**src/rtl/rr_selector_arbiter.sv**
```systemverilog
// Round-robin arbiter that owns the select code of a shared 4-to-1 data selector.
// Each grant is capped at MAX_HOLD cycles; the selected data bit is gated onto f.
module rr_selector_arbiter #(
    parameter int MAX_HOLD = 4
) (
    input  logic       clk,
    input  logic       rst_n,
    input  logic [3:0] req,
    input  logic [3:0] din,
    output logic [3:0] grant,
    output logic [1:0] sel,
    output logic       busy,
    output logic       f
);

    typedef enum logic {IDLE, BUSY} state_t;

    localparam logic [3:0] HOLD_LAST = 4'(MAX_HOLD - 1);

    state_t     state_q, state_d;
    logic [3:0] grant_q, grant_d;
    logic [1:0] sel_q, sel_d;
    logic [1:0] ptr_q, ptr_d;
    logic       busy_q, busy_d;
    logic [3:0] hold_cnt_q, hold_cnt_d;

    logic [1:0] search_base;
    logic [3:0] rot_req;
    logic [1:0] win_off;
    logic [1:0] win_idx;
    logic       found;
    logic       release_grant;

    // On release the pointer moves past the current owner, so search starts there.
    assign search_base = (state_q == BUSY) ? sel_q + 2'd1 : ptr_q;

    generate
        for (genvar gi = 0; gi < 4; gi++) begin : g_rot
            localparam logic [1:0] OFF = 2'(gi);
            assign rot_req[gi] = req[search_base + OFF];
        end
    endgenerate

    always_comb begin
        found   = |rot_req;
        win_off = 2'd0;
        if (rot_req[0])      win_off = 2'd0;
        else if (rot_req[1]) win_off = 2'd1;
        else if (rot_req[2]) win_off = 2'd2;
        else if (rot_req[3]) win_off = 2'd3;
        win_idx = search_base + win_off;
    end

    assign release_grant = !req[sel_q] || (hold_cnt_q == HOLD_LAST);

    always_comb begin
        state_d    = state_q;
        grant_d    = grant_q;
        sel_d      = sel_q;
        ptr_d      = ptr_q;
        busy_d     = busy_q;
        hold_cnt_d = hold_cnt_q;
        case (state_q)
            IDLE: begin
                if (found) begin
                    state_d    = BUSY;
                    grant_d    = 4'b0001 << win_idx;
                    sel_d      = win_idx;
                    busy_d     = 1'b1;
                    hold_cnt_d = 4'd0;
                end
            end
            BUSY: begin
                if (!release_grant) begin
                    hold_cnt_d = hold_cnt_q + 4'd1;
                end else begin
                    ptr_d      = search_base;
                    hold_cnt_d = 4'd0;
                    if (found) begin
                        grant_d = 4'b0001 << win_idx;
                        sel_d   = win_idx;
                    end else begin
                        state_d = IDLE;
                        grant_d = 4'b0000;
                        busy_d  = 1'b0;
                    end
                end
            end
            default: state_d = IDLE;
        endcase
    end

    always_ff @(posedge clk or negedge rst_n) begin
        if (!rst_n) begin
            state_q    <= IDLE;
            grant_q    <= 4'b0000;
            sel_q      <= 2'b00;
            ptr_q      <= 2'b00;
            busy_q     <= 1'b0;
            hold_cnt_q <= 4'd0;
        end else begin
            state_q    <= state_d;
            grant_q    <= grant_d;
            sel_q      <= sel_d;
            ptr_q      <= ptr_d;
            busy_q     <= busy_d;
            hold_cnt_q <= hold_cnt_d;
        end
    end

    assign grant = grant_q;
    assign sel   = sel_q;
    assign busy  = busy_q;
    assign f     = busy_q & din[sel_q];

endmodule
```
**config.mk**
```make
export PLATFORM = sky130hd
export DESIGN_NAME = rr_selector_arbiter
export DESIGN_NICKNAME = d
export VERILOG_FILES = /design/src/rtl/rr_selector_arbiter.sv
export SDC_FILE = /design/constraint.sdc
export NUM_CORES = 1
export LEC_CHECK = 0
export ABC_CLOCK_PERIOD_IN_PS = 7300
export BUFFER_PORTS_ARGS = -buffer_cell sky130_fd_sc_hd__buf_2
export CORE_UTILIZATION = 57
export CTS_CLUSTER_DIAMETER = 100
export DETAILED_ROUTE_END_ITERATION = 6
export PLACE_DENSITY = 0.88
export SYNTH_ARGS = -nofsm -noshare
export SYNTH_HDL_FRONTEND = slang
export SYNTH_SLANG_ARGS = --single-unit
```
**constraint.sdc**
```tcl
create_clock -name clk -period 7.3 [get_ports clk]
set_clock_uncertainty 0.2 [all_clocks]
set_input_delay 1.46 -clock clk [delete_from_list [all_inputs] [get_ports clk]]
set_output_delay 1.46 -clock clk [all_outputs]
set_load 0.1 [all_outputs]
```
==> results.cfg, run 1 <==
[clock_network]
cts_num_sinks = 14
post_cts_buffers = 0
clockBufferDepth = 2
cts-hold-fix-buffers = 0
clock_tree_from_tritoncts = yes
cts_root_buffer = clkbuf_4
ctsResizeCount = 0
htreeDepth = 1
cts_buffers = 3
path_clk_slew_ns = 0.08
worst_skew_pair.late_latency_ns = 0.29

[synthesis]
synth.cell_area_um2 = 953.4
edff_count_synth = 0
synth.yosys.warnings = 0
ys_seq_elements = 14
synthesis.nets = 115
syn_area_per_cell_um2 = 9.347
part_of_the_yosys_area_used_for_sequential_elements_pct = 36.75
synth_flop_cell = dfrtp_1
synth_cells = 102
yosysUniqueCellTypes = 44
ys_async_sr_fraction_pct = 100.0

[sta]
setup_total_negative_slack_ns = 0
finalSetupViolations = 0
rsz0062_at_grt = no
max_freq_mhz = 243.8
timing.max_slew.rel_slack_pct = 67.70
fin_crit_sh_pct = 56.19
finalCriticalPeriod_ns = 4.102
holdWs_ns = 0.2988
maxSlewViolCount = 0
hold_viol = 0
worst_pin_slew_ns = 0.4878

[grt]
remaining_global_route_overflow = 0
grt_max_degree = 15
antenna_found_initial = 0
wire_length_of_the_first_global_routing_pass_um = 3381
aggregate_global_route_resource_usage_pct = 24.53
grt_pass1_vias = 771

[floorplanning]
initial_utilization_pct = 61.85
pin_count = 18
die_h_um = 42.90
row_count = 14
die_w_um = 42.90
die_footprint_um2 = 1840
placeableCoreArea_um2 = 1541

[hold_path]
hold_path.class = register to register

[finish]
antennaDiodeCount = 0
final_net_count = 132
drive_above_1_share_pct = 27.97
most-common-layout-cells = buf_2 (17), dfrtp_1 (14), nand2_1 (10), o21ai_0 (9), inv_1 (5)
flow.area_growth_from_synthesis_pct = 12.60
mostFrequentLayoutCell = buf_2
post_layout_nonfiller_instances = 134

[placed_design]
finalWeightedCongestion = 0.8871
io_buffers = 17
dpl.cell_count = 130
post-dp-hpwl_um = 1514

[pwr]
leakagePower_nw = 0.5202
total_power_mw = 0.5345
power-per-cell-area_nw_per_um2 = 497.9
vdd_ir_drop_max_uv = 336.7

[critical_path]
worst_path_dominant_cell_family = multiplexers
path_max_fanout = 1
regToRegSetupSlack_ns = 4.22
cp.arrival_ns = 2.44
cp-end-kind = output pin
crit_chain = buf_2 -> mux4_2 -> and2_1 -> buf_2
worstPathRequired_ns = 5.64
critPathLaunchType = input pin
cp_common_cell = buf_2
critPathKind = input pin to output pin
slowest_stage = mux4_2
cp_num_buf_inv = 2
crit_path_max_incr_delay_ns = 0.44

[status]
outcome = completed

[drt]
totalWireLength_um = 2018
routed-via-count = 856
ant_nets = 0
post_drt_wl_per_cell_um = 15.06
vias_per_cell = 6.388
drc_errors = 0
drtIter0Drc = 19
drt_first_pass_iters = 4

[flow_run]
maxCapViolations = 0
==> metrics by stage <==
stage	worst slack (ns)	utilization [%]	instance area, um2
after floorplan	3.223	-	953.4
after global placement	3.203	67.29	1037
after detailed placement	3.197	67.29	1037
after CTS	3.196	69.64	1074
after global routing	3.174	69.64	1074
final	3.198	69.64	1074
==> cells in the mapped netlist, types with 2 or more instances <==
master,count,area [um2]
or3_2,2,15.01
nand2_1,10,37.54
clkbuf_1,3,11.26
ha_1,3,37.54
nor3_1,2,10.01
o21ai_0,9,45.04
o31ai_1,3,22.52
o211ai_1,2,15.01
nor2b_1,2,12.51
or4_1,3,22.52
a22o_1,2,17.52
nor2_1,4,15.01
nand2b_1,2,12.51
or2_2,2,12.51
nor4b_1,2,17.52
a21oi_1,3,15.01
inv_1,5,18.77
buf_2,2,10.01
dfrtp_1,14,350.3
nand3_1,3,15.01
==> cell families after synthesis <==
kind of cell,after synthesis,synth area share [%]
simple gates,40,24.67
compound gates,29,20.60
buf+inv,10,4.200
xor+xnor,1,0.9188
fa+ha+maj,3,3.937
mux,5,8.924
flops,14,36.75
==> flip-flops by register name, summed over array words and instances (netlist names) <==
register    cells
ptr_q           2
hold_cnt_q      4
sel             2
grant           4
busy            1
state_q         1
==> worst register-to-register path, delay by kind of cell (launching register included) <==
family,cells,cell delay (ns)
XOR/XNOR,1,0.33
adder cells (fa/ha/maj),1,0.24
AO/OA/AOI/OAI,5,0.95
flip-flops,1,0.55
AND/OR/NAND/NOR,2,0.71
==> metal layers <==
| layer | vias to the layer above | share of wire, % | GRT usage [%] |
|---|---|---|---|
| li1 | 410 | - | - |
| met1 | 410 | 45 | 34.25 |
| met2 | 29 | 48 | 37.58 |
| met3 | 7 | 5.1 | 5.957 |
| met4 | 0 | 1.8 | 7.500 |
| met5 | - | 0 | 0 |
==> worst paths after layout <==
check                           depth (start not counted)                 start                   endpoint
worst min-delay path                                    2  grant[1]$_DFFE_PN0P_       grant[1]$_DFFE_PN0P_
max in group asynchronous                               1                 rst_n  hold_cnt_q[0]$_DFFE_PN0P_
worst max register to register                          9    sel[0]$_DFFE_PN0P_       grant[1]$_DFFE_PN0P_
worst min register to register                          2  grant[1]$_DFFE_PN0P_       grant[1]$_DFFE_PN0P_
worst max-delay path                                    4                din[3]                          f
min in group asynchronous                               1                 rst_n       ptr_q[0]$_DFFE_PN0P_
==> where the power goes <==
group	leakage [nW]	internal, mW	total (mW)	switching (mW)
Combinational	0.324	0.113	0.342	0.229
Sequential	0.175	0.106	0.135	0.0295
Clock	0.0210	0.0304	0.0571	0.0267
Total	0.520	0.249	0.535	0.285
==> area by class of cell <==
cell class | count | area, um2
multi-input combinational | 78 | 563.0
tap | 16 | 20.02
clock buffer | 4 | 36.28
fill | 128 | 467.9
timing repair buffer | 17 | 85.08
inverter | 5 | 18.77
sequential | 14 | 350.3
Note: power is estimated with default switching activity, not from simulation.
==> run 2, diff against run 1 <==
- ABC_CLOCK_PERIOD_IN_PS: 7300 -> 4150
- CORE_UTILIZATION: 57 -> 53
- PLACE_DENSITY: 0.88 -> 0.83
- clock period: 7.3 -> 4.15 ns (I/O delays scaled with it)
==> run 2 against run 1 <==
Effect of this change: sequential power is 76% higher; clock-buffer cell count stayed put; register-to-register slack worse by 3.1 ns; sequential share of layout area is 0.30 points lower; global-route usage is 0.30 points lower; utilization is 1.7 points lower; routed wire length is 1.3% higher; sequential cell count stayed put; first-iteration DRC count is 5.3% higher; non-clock buffer count stayed put; cell area is 0.93% higher; hold slack worse by 0.091 ns; highest routed layer unchanged.
==> results.cfg, run 2 (synthesized netlist as in run 1, its figures left out) <==
[finish]
most-common-layout-cells = buf_2 (17), dfrtp_1 (14), nand2_1 (10), o21ai_0 (9), inv_1 (5)
flow.area_growth_from_synthesis_pct = 13.65
drive_above_1_share_pct = 27.97
mostFrequentLayoutCell = buf_2
antennaDiodeCount = 0
final_net_count = 132

[sta]
timing.max_slew.rel_slack_pct = 63.65
maxSlewViolCount = 0
finalCriticalPeriod_ns = 3.060
worst_pin_slew_ns = 0.5439
final.setup.worst_slack_ns = 1.090
holdWs_ns = 0.2078
setup_total_negative_slack_ns = 0
max_freq_mhz = 326.8
finalSetupViolations = 0
hold_viol = 0
fin_crit_sh_pct = 73.73
rsz0062_at_grt = no

[clock_network]
cts_buffers = 3
path_clk_slew_ns = 0.10
clockBufferDepth = 2
post_cts_buffers = 0
htreeDepth = 1
cts-hold-fix-buffers = 0
ctsResizeCount = 0
cts_num_sinks = 14
worst_skew_pair.late_latency_ns = 0.29
cts_root_buffer = clkbuf_4
clock_tree_from_tritoncts = yes

[grt]
aggregate_global_route_resource_usage_pct = 24.23
antenna_found_initial = 0
remaining_global_route_overflow = 0
grt_max_degree = 15
grt_pass1_vias = 761
wire_length_of_the_first_global_routing_pass_um = 3415

[critical_path]
worstPathRequired_ns = 4.11
critPathLaunchType = register
critPathKind = register to register
regToRegSetupSlack_ns = 1.09
cp.arrival_ns = 3.02
cp-end-kind = register
path_max_fanout = 9

[drt]
vias_per_cell = 5.880
drc_errors = 0
drtIter0Drc = 20
ant_nets = 0
totalWireLength_um = 2044
drt_first_pass_iters = 4
routed-via-count = 835
post_drt_wl_per_cell_um = 14.39

[placed_design]
io_buffers = 17
finalWeightedCongestion = 0.9021
dp_slack_ns = 1.041
post-dp-hpwl_um = 1550

[pwr]
power-per-cell-area_nw_per_um2 = 877.0
total_power_mw = 0.9503
leakagePower_nw = 0.5202
vdd_ir_drop_max_uv = 531.2

[floorplanning]
die_h_um = 44.42
row_count = 14
initial_utilization_pct = 59.81
placeableCoreArea_um2 = 1594
die_footprint_um2 = 1973
pin_count = 18
die_w_um = 44.42

[status]
outcome = completed

[flow_run]
maxCapViolations = 0

[hold_path]
hold_path.class = input pin to async pin
run 2: cell counts in the layout (fill, tap and decap cells not counted):
Identical to the previous run, type by type.
run 2: cell type report:
class	instances	area, um2
clock buffer	4	36.28
fill	130	510.5
inverter	5	18.77
multi-input combinational	78	563.0
sequential	14	350.3
tap	24	30.03
timing repair buffer	17	85.08
run 2: path summary, 6_finish.rpt:
check,from,endpoint,cells past startpoint
worst min register to register,hold_cnt_q[3]$_DFFE_PN0P_,hold_cnt_q[3]$_DFFE_PN0P_,1
worst min-delay path,rst_n,sel[1]$_DFFE_PN0P_,1
worst max-delay path,sel[0]$_DFFE_PN0P_,grant[1]$_DFFE_PN0P_,9
max in group asynchronous,rst_n,grant[1]$_DFFE_PN0P_,1
worst max register to register,sel[0]$_DFFE_PN0P_,grant[1]$_DFFE_PN0P_,9
min in group clk,hold_cnt_q[3]$_DFFE_PN0P_,hold_cnt_q[3]$_DFFE_PN0P_,1
run 2: metrics by stage:
step / instance area [um2] / util (%) / cells
4_1_cts: 1084 / 67.97 / 142
2_1_floorplan: 953.4 / - / 102
3_3_place_gp: 1047 / 65.70 / 138
3_5_place_dp: 1047 / 65.70 / 138
6_report: 1084 / 67.97 / 142
5_1_grt: 1084 / 67.97 / 142
run 2: critical path, stage by stage, from the launching register on:
cell and delay [ns]:
dfrtp_1 0.54, xor2_1 0.33, o21a_1 0.25, a211oi_1 0.10, a311o_1 0.34, a21boi_0 0.14
ha_1 0.23, or4_1 0.54, nand4_2 0.16, o21ai_0 0.10
run 2: report_power, final:
group          switching, mW  internal, mW
logic                  0.410         0.200
registers             0.0519         0.186
clock network         0.0494        0.0534
total                  0.511         0.439
run 2: routing by layer:
metal	share of wire [%]	GRT usage (%)	vias to the layer above
li1	-	-	410
met1	50	32.98	399
met2	46	38.24	24
met3	4.1	4.898	2
met4	0.54	9.091	0
met5	0	0	-
==> run 3, diff against run 2 <==
- ABC_CLOCK_PERIOD_IN_PS: 4150 -> 2500
- CORE_UTILIZATION: 53 -> 48
- PLACE_DENSITY: 0.83 -> 0.79
- clock period: 4.15 -> 2.5 ns (I/O delays scaled with it)
==> run 3 against run 2 <==
Effect of this change: maximum frequency up 17%; the run now ends with negative setup slack left; largest power group unchanged; largest cell class unchanged; critical endpoint is now sel[1]$_DFFE_PN0P_; power up 98%; combinational power up 120%.
==> results.cfg, run 3 (synthesized netlist as in run 1, its figures left out) <==
[status]
outcome = finished, violations left
violations = negative setup slack

[floorplanning]
placeableCoreArea_um2 = 1802
row_count = 15
pin_count = 18
die_footprint_um2 = 2168
initial_utilization_pct = 52.92
die_h_um = 46.57
die_w_um = 46.57

[clock_network]
clock_tree_from_tritoncts = yes
cts_num_sinks = 14
cts_root_buffer = clkbuf_4
worst_skew_pair.late_latency_ns = 0.29
path_clk_slew_ns = 0.10
clockBufferDepth = 2
htreeDepth = 1
cts_buffers = 3

[critical_path]
cp-end-kind = register
slowest_stage = dfrtp_4
cp.arrival_ns = 2.66
crit_chain = xor2_2 -> o21a_1 -> a211oi_2 -> a311o_1 -> a21boi_2 -> ha_2 -> or4_4 -> nand4_4 -> mux2_4
path_max_fanout = 5
critPathLaunchType = register
worstPathRequired_ns = 2.54
crit_path_max_incr_delay_ns = 0.51
critPathKind = register to register

[finish]
drive_above_1_share_pct = 45.99
mostFrequentLayoutCell = buf_4
antennaDiodeCount = 0
post_layout_nonfiller_instances = 162
flow.area_growth_from_synthesis_pct = 35.43
multi_input_comb_area_um2 = 613.1
final_net_count = 151
layout.filler_cells = 139
most-common-layout-cells = buf_4 (18), buf_2 (16), dfrtp_1 (12), nand2_1 (10), o21ai_0 (8)
final_area_um2 = 1291
finalCoreUtilization_pct = 71.67
ff_latch_area_um2 = 355.3

[drt]
vias_per_cell = 5.840
ant_nets = 0
drc_errors = 0
drt_first_pass_iters = 4
totalWireLength_um = 2661
post_drt_wl_per_cell_um = 16.43
drtIter0Drc = 47
routed-via-count = 946

[sta]
rsz0062_at_grt = yes
finalCriticalPeriod_ns = 2.623
setup_total_negative_slack_ns = -0.5542
maxSlewViolCount = 0
max_freq_mhz = 381.2
fin_crit_sh_pct = 104.9
worst_pin_slew_ns = 0.5405
hold_viol = 0
finalSetupViolations = 6
holdWs_ns = 0.2920
timing.max_slew.rel_slack_pct = 63.46
final.setup.worst_slack_ns = -0.1233

[pwr]
vdd_ir_drop_max_uv = 927.4
total_power_mw = 1.884
leakagePower_nw = 0.6173
power-per-cell-area_nw_per_um2 = 1459

[grt]
wire_length_of_the_first_global_routing_pass_um = 4181
remaining_global_route_overflow = 0
antenna_found_initial = 0
grt_pass1_vias = 932
grt_max_degree = 15
aggregate_global_route_resource_usage_pct = 28.52

[flow_run]
maxCapViolations = 0

[placed_design]
detailed_place.area_um2 = 1189
post-dp-hpwl_um = 1899
finalWeightedCongestion = 0.8505
dpl.cell_count = 155
dp_slack_ns = -0.1762
io_buffers = 17

[hold_path]
hold_path.class = register to register
## run 3: area by class of cell
class / count / area share [%]
tap: 25 / 2.422
multi-input combinational: 78 / 47.48
inverter: 5 / 1.453
sequential: 14 / 27.52
clock buffer: 4 / 2.810
timing repair buffer: 36 / 18.31
## run 3: timing repair
| action | 4_1_cts | 5_1_grt |
|---|---|---|
| hold buffers | 1 | 0 |
| hold endpoints to repair | 14 | 0 |
| buffers inserted | 2 | 0 |
| resized for setup | 9 | 1 |
| pin swaps | 7 | 2 |
| setup endpoints to repair | 6 | 6 |
## run 3: power breakdown
group | internal [mW] | switching (mW)
Sequential | 0.317 | 0.0591
Clock | 0.0888 | 0.0860
Combinational | 0.532 | 0.802
Total | 0.937 | 0.947
## run 3: worst paths after layout
check                                               start  slack (ns)                         to  cells after the start
worst max register to register         sel[0]$_DFFE_PN0P_       -0.12         sel[1]$_DFFE_PN0P_                      9
worst min register to register  hold_cnt_q[3]$_DFFE_PN0P_        0.29  hold_cnt_q[3]$_DFFE_PN0P_                      1
worst min-delay path            hold_cnt_q[3]$_DFFE_PN0P_        0.29  hold_cnt_q[3]$_DFFE_PN0P_                      1
worst max-delay path                   sel[0]$_DFFE_PN0P_       -0.12         sel[1]$_DFFE_PN0P_                      9
min in group asynchronous                           rst_n        0.42       ptr_q[0]$_DFFE_PN0P_                      2
max in group asynchronous                           rst_n        1.41         sel[0]$_DFFE_PN0P_                      2
## run 3: critical path: cells and delay by family, from the launching register on
family | cells | cell delay (ns)
flops | 1 | 0.51
xor+xnor | 1 | 0.16
compound gates | 4 | 0.72
mux | 1 | 0.16
simple gates | 2 | 0.62
fa+ha+maj | 1 | 0.19
## run 3: per-layer routing
layer,wire [um],GRT usage [%],up-vias
met5,0,0,-
met4,34,14.12,0
met3,167,2.745,5
met2,1353,49.17,51
met1,1105,34.89,441
li1,-,-,449
